### src/rtl/clk_int_div.sv
// clk_int_div: integer clock divider, N >= 2 (even or odd), with a run-time
// divisor update over a valid/ready handshake. A new divisor is applied only
// at an output-period boundary (or while disabled), so clk_o never glitches.
// Optional macro CLK_INT_DIV_ODD_DUTY_EN adds a negedge phase flop that gives
// odd divisors an exact 50 % duty cycle.
module clk_int_div #(
    parameter int DIV_WIDTH = 8,
    parameter int DIV_RST   = 4
) (
    input  logic                 clk_i,
    input  logic                 rst_n_i,
    input  logic                 en_i,
    input  logic [DIV_WIDTH-1:0] div_i,
    input  logic                 div_valid_i,
    output logic                 div_ready_o,
    output logic                 done_o,
    output logic                 clk_o
);

    localparam logic [DIV_WIDTH-1:0] RST_DIV = DIV_WIDTH'(DIV_RST);
    localparam logic [DIV_WIDTH-1:0] RST_CNT = DIV_WIDTH'(DIV_RST - 1);
    localparam logic [DIV_WIDTH-1:0] ONE     = DIV_WIDTH'(1);
    localparam logic [DIV_WIDTH-1:0] TWO     = DIV_WIDTH'(2);

    logic [DIV_WIDTH-1:0] div_q;
    logic [DIV_WIDTH-1:0] pend_q;
    logic [DIV_WIDTH-1:0] cnt_q;
    logic                 pend_vld_q;
    logic                 pos_q;

    logic [DIV_WIDTH-1:0] last;
    logic [DIV_WIDTH-1:0] half;
    logic [DIV_WIDTH-1:0] cnt_nxt;
    logic [DIV_WIDTH-1:0] div_clamp;
    logic                 wrap;

    assign last        = div_q - ONE;
    assign half        = div_q >> 1;
    assign wrap        = (cnt_q == last);
    assign cnt_nxt     = wrap ? '0 : cnt_q + ONE;
    // 0 and 1 are not meaningful divisors; there is no bypass mode
    assign div_clamp   = (div_i < TWO) ? TWO : div_i;
    // only one update may be outstanding at a time
    assign div_ready_o = !pend_vld_q;

    // Counter, posedge phase, handshake capture and boundary-aligned apply
    always_ff @(posedge clk_i or negedge rst_n_i) begin
        if (!rst_n_i) begin
            div_q      <= RST_DIV;
            pend_q     <= RST_DIV;
            pend_vld_q <= 1'b0;
            cnt_q      <= RST_CNT;
            pos_q      <= 1'b0;
            done_o     <= 1'b0;
        end else begin
            done_o <= 1'b0;
            if (div_valid_i && !pend_vld_q) begin
                pend_q     <= div_clamp;
                pend_vld_q <= 1'b1;
            end
            if (!en_i) begin
                // Parked at N-1 so the first enabled edge wraps into a high phase
                pos_q <= 1'b0;
                if (pend_vld_q) begin
                    div_q      <= pend_q;
                    pend_vld_q <= 1'b0;
                    done_o     <= 1'b1;
                    cnt_q      <= pend_q - ONE;
                end else begin
                    cnt_q <= last;
                end
            end else begin
                cnt_q <= cnt_nxt;
                pos_q <= (cnt_nxt < half);
                if (pend_vld_q && wrap) begin
                    // new period starts right at the wrap: no runt pulse
                    div_q      <= pend_q;
                    pend_vld_q <= 1'b0;
                    done_o     <= 1'b1;
                    pos_q      <= 1'b1;
                end
            end
        end
    end

`ifdef CLK_INT_DIV_ODD_DUTY_EN
    logic neg_q;

    // Half-cycle delayed copy of the posedge phase, stretches odd-N high time
    always_ff @(negedge clk_i or negedge rst_n_i) begin
        if (!rst_n_i) neg_q <= 1'b0;
        else          neg_q <= pos_q;
    end

    assign clk_o = div_q[0] ? (pos_q | neg_q) : pos_q;
`else
    assign clk_o = pos_q;
`endif

endmodule
### config.mk
export PLATFORM = sky130hd
export DESIGN_NAME = clk_int_div
export DESIGN_NICKNAME = d
export VERILOG_FILES = /design/src/rtl/clk_int_div.sv
export SDC_FILE = /design/constraint.sdc
export NUM_CORES = 1
export LEC_CHECK = 0
export ABC_AREA = 0
export BUFFER_PORTS_ARGS = -buffer_cell sky130_fd_sc_hd__buf_2
export CAP_MARGIN = 15
export CORE_MARGIN = 1.5
export CORE_UTILIZATION = 60
export CTS_CLUSTER_DIAMETER = 150
export DETAILED_ROUTE_END_ITERATION = 16
export HOLD_SLACK_MARGIN = 0.1
export PLACE_DENSITY = 0.79
export RECOVER_POWER = 25
export SLEW_MARGIN = 30
export SYNTH_ARGS = -nofsm -noshare
export SYNTH_HDL_FRONTEND = slang
export SYNTH_SLANG_ARGS = --single-unit
### constraint.sdc
create_clock -name clk_i -period 5.3 [get_ports clk_i]
set_clock_uncertainty 0.15 [all_clocks]
set_input_delay 0.265 -clock clk_i [delete_from_list [all_inputs] [get_ports clk_i]]
set_output_delay 0.265 -clock clk_i [all_outputs]
set_load 0.05 [all_outputs]
==> reports/results.ini, run 1 <==
[yosys]
ys_ff_latch=27
synth_top_area_share_pct=28.4
yosys.area.top_type=dfrtp_1
synth-seq-area-share_pct=33.5
syn_inst=245
yosys_warnings=0
yosys-top-cells-area=dfrtp_1 28%, nand2_1 6.8%, xnor2_1 5.6%
yosysUniqueCellTypes=49
synthAdderAreaFrac_pct=5.55
synth_edf_count=0
netlist_area_mm2=0.00203
syn_nets=266
synthMuxAreaShare_pct=0.555
yosys.area_share.simple_pct=21.8
synthArstFlopShare_pct=100
ys.flop_type=dfrtp_1
synth_compound_area_share_pct=20.2
synth_top_family_by_area=simple AND/OR/NAND/NOR gates
synth-xor-area-share_pct=11.5
syn_area_per_cell_um2=8.28

[sta]
max_slew_margin_pct=2.54
tightestPinTransition_ns=1.46
setup_viol=0
max_freq_ghz=0.247
fin_tns_setup_ns=0
rsz0062_at_grt=no
finalMaxSlewViolations=0
period_needed_ns=4.05
min_period_over_period_pct=76.5
finalHoldViolCount=0

[clock_tree]
cts_root_buffer=clkbuf_4
cts_buffers=3
post_cts_resized=0
cts_sinks=27
clk_pin_slew_worst_paths_ns=0.16
clk_latency_ns=0.34
clk_path_buf_depth=2
htree_levels=1
cts_tree=done

[global_route]
grt_pass1_vias=1757
grt_antenna_before_repair=0
grt_pass1_wl_mm=8.22
gr-usage-all-layers_pct=29.5
overflow=0
grt_max_degree=35

[critical_path]
start_kind=flip-flop
regToRegStartpoint=div_q[0]
cp-end-kind=flip-flop
reg2regPathDepth=14
r2r_slack_ns=1.25
crit_type=reg -> reg
worstReg2RegEnd=clk_o
arrival_ns=4.17
cp_max_fo=16
required_ns=5.42

[drt]
vias=1853
routed_wl_mm=4.87
drt_first_pass_iters=4
vias_per_cell=6.18
ant_nets=0
drc=0
drt_iter0_markers=153
wl_per_cell_um=16.2

[outcome]
status=completed

[finish]
n_antenna_cell=0
final_area_mm2=0.00219
area_growth_pct=7.71
fill_cells=244
multi_input_area_mm2=0.00121
drive_above_1_share_pct=11.3
regArea_um2=681
layout.nets=278

[die]
num_rows=20
die_h_um=61.2
die_w_um=61.2
io_pins=15
initial_core_util_pct=64.9
core_area_mm2=0.00313
dieArea_mm2=0.00374

[flow_run]
cap_viol_max_count=0

[worst_hold_path]
hp-class=in -> reg
min_path_cells=4
holdPathEnd=pend_q[2]
worstHoldStart=div_valid_i

[power]
max-vdd-ir-drop_uv=220
p_leak_nw=0.955
power_density_mw_per_mm2=462

[place]
gp_congestion=0.913
port_buffers=14
dpl.hpwl_mm=3.51
placed_cell_area_mm2=0.00207

power by group:
part | leakage, nW | internal, mW | switching (mW) | total [mW]
Clock | 0.0139 | 0.0289 | 0.0662 | 0.0951
Combinational | 0.634 | 0.232 | 0.283 | 0.515
Sequential | 0.308 | 0.279 | 0.120 | 0.399
cells by family (layout without fill, tap and decap cells):
| kind of cell | after synthesis | count (layout) |
|---|---|---|
| buffers and inverters | 30 | 41 |
| and+or+nand+nor | 92 | 92 |
| adders and majority gates | 9 | 9 |
| muxes | 1 | 1 |
| DFF | 27 | 27 |
| AOI/OAI and AO/OA | 61 | 61 |
| xor gates and xnor gates | 25 | 25 |
worst max-delay path: stages, from the launching register on:
cell and delay (ns):
dfrtp_1 0.49, inv_1 0.15, ha_1 0.24, or3b_2 0.50, xnor2_1 0.15, nor4_1 0.39
nand2_1 0.43, nor2_4 0.30, nor2_1 0.09, ha_1 0.30, a21o_1 0.18, a21oi_1 0.18
o21ai_0 0.15, nor2b_1 0.13, a2bb2oi_1 0.15
how the worst max path moves through the flow:
stage,to,cells after the start,startpoint
floorplan,clk_o,15,div_q[1]
global placement,clk_o,14,div_q[0]
detailed placement,clk_o,14,div_q[0]
CTS,clk_o,14,div_q[0]
global route,clk_o,14,div_q[1]
finish,clk_o,14,div_q[0]
layout by cell type, fill, tap and decap left out, types with 2 or more instances in the layout:
cell type      count
a211oi_1           2
a21o_1             2
a21oi_1            7
a31oi_1            6
and2_1             3
and3_1             3
buf_2             13
clkbuf_4           3
dfrtp_1           23
dfstp_2            4
dlygate4sd3_1      9
ha_1               9
inv_1             14
nand2_1           37
nand2b_1           2
nand3_1           11
nor2_1            13
nor2b_1            2
nor3_1             7
nor4_1             4
o21a_1             2
o21ai_0           10
o22ai_1           14
o311ai_0           3
o311ai_1           3
o41ai_1            2
or2_2              2
or3_1              2
or4_1              2
xnor2_1           13
xor2_1            11
cell type report:
type / instances / share of cell area (%)
well taps: 44 / 2.52
clock buffers: 3 / 1.03
clock inverters: 1 / 0.343
inverters: 14 / 2.40
multi-input cells: 188 / 55.3
repair buffers: 23 / 7.27
flip-flops and latches: 27 / 31.1
flip-flops by register name, summed over array words and instances, names as in the netlist:
name,flops
div_q,8
done_o,1
pend_q,8
pend_vld_q,1
cnt_q,8
clk_o,1
per-stage QoR:
step | total power, mW | util (%) | hold slack, ns | setup slack, ns | instances
3_5_place_dp | 0.903 | 66.1 | 0.160 | 1.30 | 287
3_3_place_gp | 0.887 | 66.1 | 0.162 | 1.51 | 287
2_1_floorplan | 0.804 | - | -0.181 | 1.89 | 245
4_1_cts | 1.00 | 69.9 | 0.185 | 1.26 | 300
6_report | 1.01 | 69.9 | 0.185 | 1.25 | 300
5_1_grt | 1.09 | 69.9 | 0.217 | 0.829 | 300
cells in the mapped netlist, drive strengths merged (2+ instances only):
cell type / n
a211oi: 2
a21o: 2
a21oi: 7
a31oi: 6
and2: 3
and3: 3
buf: 4
clkbuf: 12
dfrtp: 23
dfstp: 4
ha: 9
inv: 14
nand2: 37
nand2b: 2
nand3: 11
nor2: 14
nor2b: 2
nor3: 7
nor4: 4
o21a: 2
o21ai: 12
o22ai: 14
o311ai: 6
o41ai: 2
or2: 2
or3: 3
or4: 2
xnor2: 13
xor2: 11
routing by layer:
metal | GRT usage, % | share of wire (%) | up-vias
met5 | 0 | 0 | -
li1 | - | - | 893
met1 | 41.6 | 44 | 884
met4 | 8.39 | 1.2 | 0
met3 | 2.52 | 6.3 | 6
met2 | 48.6 | 48 | 70
repair_timing:
| item | CTS | global route |
|---|---|---|
| buffers inserted | 0 | 0 |
| hold endpoints to repair | 31 | 0 |
| setup endpoints to repair | 0 | 0 |
| hold buffers | 9 | 0 |
Power figures use the tool's default switching activity.
==> run 2, diff against run 1 <==
==> constraint.sdc (replaced) <==
create_clock -name clk_i -period 4 [get_ports clk_i]
set_clock_uncertainty 0.15 [all_clocks]
set_input_delay 0.2 -clock clk_i [delete_from_list [all_inputs] [get_ports clk_i]]
set_output_delay 0.2 -clock clk_i [all_outputs]
set_load 0.05 [all_outputs]
==> run 2 against run 1 <==
  * Sequential power is 33% higher
  * Count of clock-buffer cells in the layout stayed put
  * Cell area is 1.0% higher
  * Cell count is 1.0% higher
  * Via count is 0.97% lower
  * Sequential cell count stayed put
  * Worst hold slack worse by 0.082 ns
  * Die area stayed put
  * Register-to-register slack worse by 0.88 ns
  * Combinational power is 34% higher
  * Power is 33% higher
  * Critical path type unchanged
  * Largest cell class unchanged
==> reports/results.ini, run 2 (synthesized netlist as in run 1, its figures left out) <==
[critical_path]
required_ns=4.12  ; was 5.42 ns
crit_family=simple AND/OR/NAND/NOR gates  ; unchanged
cp-end-kind=flip-flop  ; unchanged
path_buf_inv=1  ; unchanged
cpMostUsedCell=ha_1  ; unchanged
start_kind=flip-flop  ; unchanged
slowest_delay_ns=0.50  ; about the same
cp_max_fo=7  ; was 16
crit_type=reg -> reg  ; unchanged
arrival_ns=3.75  ; was 4.17 ns
critPathSlowestCell=or3b_2  ; unchanged
cp_cell_sequence=inv_1 > ha_1 > or3b_2 > xnor2_1 > nor4_1 > nand2_1 > nor2_4 > nor2_1 > ha_1 > a21o_1 > a21oi_1 > o21ai_0 > nor2b_1 > a2bb2oi_1  ; unchanged

[clock_tree]
cts_buffers=3  ; unchanged
htree_levels=1  ; unchanged
cts_tree=done  ; unchanged
post_cts_buffers=0  ; unchanged
clk_path_buf_depth=2  ; unchanged
cts_sinks=27  ; unchanged
clk_pin_slew_worst_paths_ns=0.16  ; about the same
clk_latency_ns=0.34  ; about the same
cts_root_buffer=clkbuf_4  ; unchanged

[drt]
vias=1835  ; was 1853
drt_first_pass_iters=4  ; unchanged
vias_per_cell=6.06  ; was 6.18
drt_iter0_markers=136  ; was 153
ant_nets=0  ; unchanged
wl_per_cell_um=16.4  ; was 16.2 um
drc=0  ; unchanged
routed_wl_mm=4.96  ; was 4.87 mm

[die]
die_h_um=61.2  ; unchanged
core_area_mm2=0.00313  ; unchanged
initial_core_util_pct=64.9  ; unchanged
io_pins=15  ; unchanged
dieArea_mm2=0.00374  ; unchanged
num_rows=20  ; unchanged
die_w_um=61.2  ; unchanged

[place]
port_buffers=14  ; unchanged
dpl.hpwl_mm=3.46  ; was 3.51 mm
pre_cts_slack_ns=0.396  ; was 1.30 ns
placed_cells=289  ; was 287
gp_congestion=0.931  ; was 0.913
placed_cell_area_mm2=0.00208  ; was 0.00207 mm2

[sta]
finalHoldViolCount=0  ; unchanged
worst_slack_ns=0.367  ; was 1.25 ns
finalMaxSlewViolations=0  ; unchanged
period_needed_ns=3.63  ; was 4.05 ns
fin_tns_setup_ns=0  ; unchanged
max_slew_margin_pct=1.80  ; was 2.54%
tightestPinTransition_ns=1.47  ; was 1.46 ns
rsz0062_at_grt=no  ; unchanged
min_period_over_period_pct=90.8  ; was 76.5%
setup_viol=0  ; unchanged
fin_hold_ws_ns=0.103  ; was 0.185 ns
max_freq_ghz=0.275  ; was 0.247 GHz

[global_route]
busiest_layer=met2  ; unchanged
gr-usage-met3_pct=3.57  ; was 2.52%
grt_pass1_wl_mm=8.05  ; was 8.22 mm
grt_max_degree=35  ; unchanged
grt_pass1_vias=1700  ; was 1757
grt_use_met1_pct=41.3  ; was 41.6%
grt_antenna_before_repair=0  ; unchanged
overflow=0  ; unchanged
gr-usage-all-layers_pct=29.5  ; about the same
grt_util_met2_pct=48.6  ; unchanged

[finish]
final_cell_mix=37 x nand2_1, 23 x dfrtp_1, 14 x inv_1, 14 x o22ai_1  ; unchanged
drive_above_1_share_pct=12.0  ; was 11.3%
n_antenna_cell=0  ; unchanged
mostFrequentLayoutCell=nand2_1  ; unchanged
final_cells=303  ; was 300
layout.nets=281  ; was 278
final_area_mm2=0.00221  ; was 0.00219 mm2
area_growth_pct=8.82  ; was 7.71%
fin_util_pct=70.6  ; was 69.9%
reg_top3=cnt_q x8, div_q x8, pend_q x8  ; unchanged

[outcome]
status=completed  ; unchanged

[power]
max-vdd-ir-drop_uv=364  ; was 220 uV
p_leak_nw=0.973  ; was 0.955 nW
power_density_mw_per_mm2=608  ; was 462 mW/mm2
power_mw=1.34  ; was 1.01 mW

[worst_hold_path]
hp-class=in -> reg  ; unchanged

[flow_run]
cap_viol_max_count=0  ; unchanged

[run 2: repair_timing]
action,in CTS,in global routing
hold buffers,10,0
endpoints found under the hold margin,35,0
gates resized for setup,0,0
[run 2: path summary, 6_finish.rpt]
| kind | from | endpoint | slack (ns) | depth (start not counted) |
|---|---|---|---|---|
| setup / recovery | div_q[0] | clk_o | 0.37 | 14 |
| hold / removal | div_valid_i | pend_q[2] | 0.10 | 4 |
| setup reg to reg | div_q[0] | clk_o | 0.37 | 14 |
| hold reg to reg | pend_q[2] | pend_q[2] | 0.35 | 2 |
| max in group asynchronous | rst_n_i | div_q[1] | 2.26 | 2 |
| min in group asynchronous | rst_n_i | div_q[3] | 0.58 | 2 |
[run 2: layout make-up]
cell class / instances / area [um2]
Multi-Input combinational cell: 188 / 1210
Sequential cell: 27 / 681
Fill cell: 282 / 920
Timing Repair Buffer: 26 / 184
Inverter: 14 / 52.6
Clock buffer: 3 / 22.5
Tap cell: 44 / 55.1
Clock inverter: 1 / 5.00
[run 2: worst register-to-register path: stages (launching register included)]
cell and delay [ns]:
dfrtp_1 0.49, inv_1 0.14, ha_1 0.25, or3b_2 0.50, xnor2_1 0.14, nor4_1 0.41
nand2_1 0.18, nor2_4 0.20, nor2_1 0.08, ha_1 0.29, a21o_1 0.16, a21oi_1 0.17
o21ai_0 0.15, nor2b_1 0.13, a2bb2oi_1 0.15
[run 2: power breakdown]
part | internal [mW] | switching, mW
logic | 0.316 | 0.372
clock network | 0.0376 | 0.0869
registers | 0.370 | 0.160
[run 2: metal layers]
metal	vias to the layer above	wire [um]
li1	909	-
met1	859	2240
met2	58	2380
met3	9	286
met4	0	55
met5	-	0
==> run 3, diff against run 2 <==
--- a/config.mk
+++ b/config.mk
@@ -7,7 +7,8 @@
 export LEC_CHECK = 0
 export ABC_AREA = 0
 export BUFFER_PORTS_ARGS = -buffer_cell sky130_fd_sc_hd__buf_2
-export CAP_MARGIN = 15
+export CAP_MARGIN = 5
+export CORE_ASPECT_RATIO = 1.1
 export CORE_MARGIN = 1.5
 export CORE_UTILIZATION = 60
 export CTS_CLUSTER_DIAMETER = 150
==> run 3 against run 2 <==
  * Non-clock buffer count increased by 2
  * Setup slack improved by 0.073 ns
  * Clock power about the same
  * Critical path depth unchanged
  * Power increased by 1.3%
  * Die area about the same
  * Sequential power about the same
  * Critical endpoint unchanged
  * Largest power group unchanged
==> reports/results.ini, run 3 (synthesized netlist as in run 1, its figures left out) <==
[critical_path]
crit_type=reg -> reg  ; unchanged
cp_max_fo=7  ; unchanged
worstReg2RegEnd=clk_o  ; unchanged
arrival_ns=3.67  ; was 3.75 ns
start_kind=flip-flop  ; unchanged
cp-end-kind=flip-flop  ; unchanged
crit_start=div_q[0]  ; unchanged
reg2regPathDepth=14  ; unchanged
r2r_slack_ns=0.44  ; was 0.37 ns
regToRegStartpoint=div_q[0]  ; unchanged
required_ns=4.11  ; was 4.12 ns

[die]
io_pins=15  ; unchanged
initial_core_util_pct=64.9  ; about the same
num_rows=21  ; was 20
core_area_mm2=0.00313  ; about the same
die_w_um=58.5  ; was 61.2 um
dieArea_mm2=0.00374  ; about the same
die_h_um=64.0  ; was 61.2 um

[place]
placed_cell_area_mm2=0.00207  ; was 0.00208 mm2
gp_congestion=0.935  ; was 0.931
port_buffers=14  ; unchanged
pre_cts_slack_ns=0.393  ; was 0.396 ns
placed_cells=279  ; was 289
dpl.hpwl_mm=3.50  ; was 3.46 mm

[drt]
vias=1874  ; was 1835
drt_first_pass_iters=4  ; unchanged
ant_nets=0  ; unchanged
drc=0  ; unchanged
wl_per_cell_um=16.8  ; was 16.4 um
drt_iter0_markers=114  ; was 136
routed_wl_mm=4.95  ; was 4.96 mm
vias_per_cell=6.35  ; was 6.06

[clock_tree]
clk_pin_slew_worst_paths_ns=0.17  ; was 0.16 ns
cts_tree=done  ; unchanged
cts_root_buffer=clkbuf_4  ; unchanged
clk_path_buf_depth=2  ; unchanged
clk_latency_ns=0.34  ; about the same
htree_levels=1  ; unchanged
cts_sinks=27  ; unchanged
cts_buffers=3  ; unchanged
post_cts_buffers=0  ; unchanged

[sta]
finalMaxSlewViolations=0  ; unchanged
setup_viol=0  ; unchanged
worst_slack_ns=0.440  ; was 0.367 ns
min_period_over_period_pct=89.0  ; was 90.8%
tightestPinTransition_ns=1.48  ; was 1.47 ns
finalHoldViolCount=0  ; unchanged
fin_tns_setup_ns=0  ; unchanged
rsz0062_at_grt=no  ; unchanged
max_freq_ghz=0.281  ; was 0.275 GHz
period_needed_ns=3.56  ; was 3.63 ns
max_slew_margin_pct=1.42  ; was 1.80%

[flow_run]
cap_viol_max_count=0  ; unchanged

[worst_hold_path]
worstHoldStart=en_i  ; was div_valid_i
hp-class=in -> reg  ; unchanged
min_path_cells=2  ; was 4
holdPathEnd=cnt_q[3]  ; was pend_q[2]

[finish]
reg_top3=cnt_q x8, div_q x8, pend_q x8  ; unchanged
drive_above_1_share_pct=12.6  ; was 12.0%
final_cell_mix=37 x nand2_1, 22 x dfrtp_1, 14 x inv_1, 14 x o22ai_1  ; was 37 x nand2_1, 23 x dfrtp_1, 14 x inv_1, 14 x o22ai_1
final_area_mm2=0.00222  ; was 0.00221 mm2
mostFrequentLayoutCell=nand2_1  ; unchanged
final_cells=295  ; was 303
layout.nets=283  ; was 281
n_antenna_cell=0  ; unchanged
area_growth_pct=9.56  ; was 8.82%

[outcome]
status=completed  ; unchanged

[power]
max-vdd-ir-drop_uv=272  ; was 364 uV
power_density_mw_per_mm2=612  ; was 608 mW/mm2
p_leak_nw=0.981  ; was 0.973 nW
power_mw=1.36  ; was 1.34 mW

[global_route]
grt_antenna_before_repair=0  ; unchanged
overflow=0  ; unchanged
gr-usage-all-layers_pct=29.6  ; was 29.5%
grt_pass1_vias=1790  ; was 1700
grt_pass1_wl_mm=8.52  ; was 8.05 mm
grt_max_degree=35  ; unchanged

==> run 3: cell types whose count changed in the layout (fill, tap and decap cells not counted), sizes merged <==
cell         before  now
dlygate4sd3      10   12
==> run 3: how the worst max path moves through the flow <==
stage	to	slack, ns	cells past startpoint
5_1_grt	clk_o	0.09	14
4_1_cts	clk_o	0.36	14
6_report	clk_o	0.44	14
3_5_place_dp	clk_o	0.39	14
3_3_place_gp	clk_o	0.57	14
2_1_floorplan	clk_o	0.59	15
==> run 3: what timing repair did <==
action                                  4_1_cts  5_1_grt
hold endpoints to repair                     36        0
endpoints found under the setup margin        0        1
resized for setup                             0        1
hold buffers                                 12        0
==> run 3: per-layer routing <==
layer / GRT usage, % / share of wire (%)
met1: 41.6 / 44
met2: 45.4 / 47
met3: 3.24 / 6.0
met4: 13.1 / 3.1
met5: 0 / 0
==> run 3: stage by stage <==
stage                     util (%)  hold WS [ns]
after floorplan                  -        -0.246
after CTS                     70.9         0.215
after global routing          71.1         0.248
after detailed placement      66.2         0.102
final                         71.1         0.226
after global placement        66.2        0.0892
==> run 3: power breakdown <==
part	switching (mW)	leakage (nW)	internal (mW)
Clock	0.0879	0.0177	0.0376
Sequential	0.157	0.306	0.371
Combinational	0.385	0.657	0.322
Total	0.630	0.981	0.730
==> run 3: worst max-delay path, stage by stage, from the launching register on <==
cell and delay (ns):
dfrtp_1 0.48, inv_1 0.14, ha_1 0.23, or3b_2 0.50, xnor2_1 0.16, nor4_2 0.33, nand2_1 0.16, nor2_4 0.19
nor2_1 0.08, ha_1 0.20, nor3_1 0.25, a21boi_0 0.19, o21ai_0 0.14, nor2b_1 0.14, a2bb2oi_1 0.15
==> run 3: cell type report <==
class | count | area, um2
multi-input combinational | 188 | 1210
fill | 251 | 903
sequential | 27 | 682
timing repair buffer | 28 | 204
inverter | 14 | 52.6
tap | 34 | 42.5
clock buffer | 3 | 22.5
clock inverter | 1 | 5.00
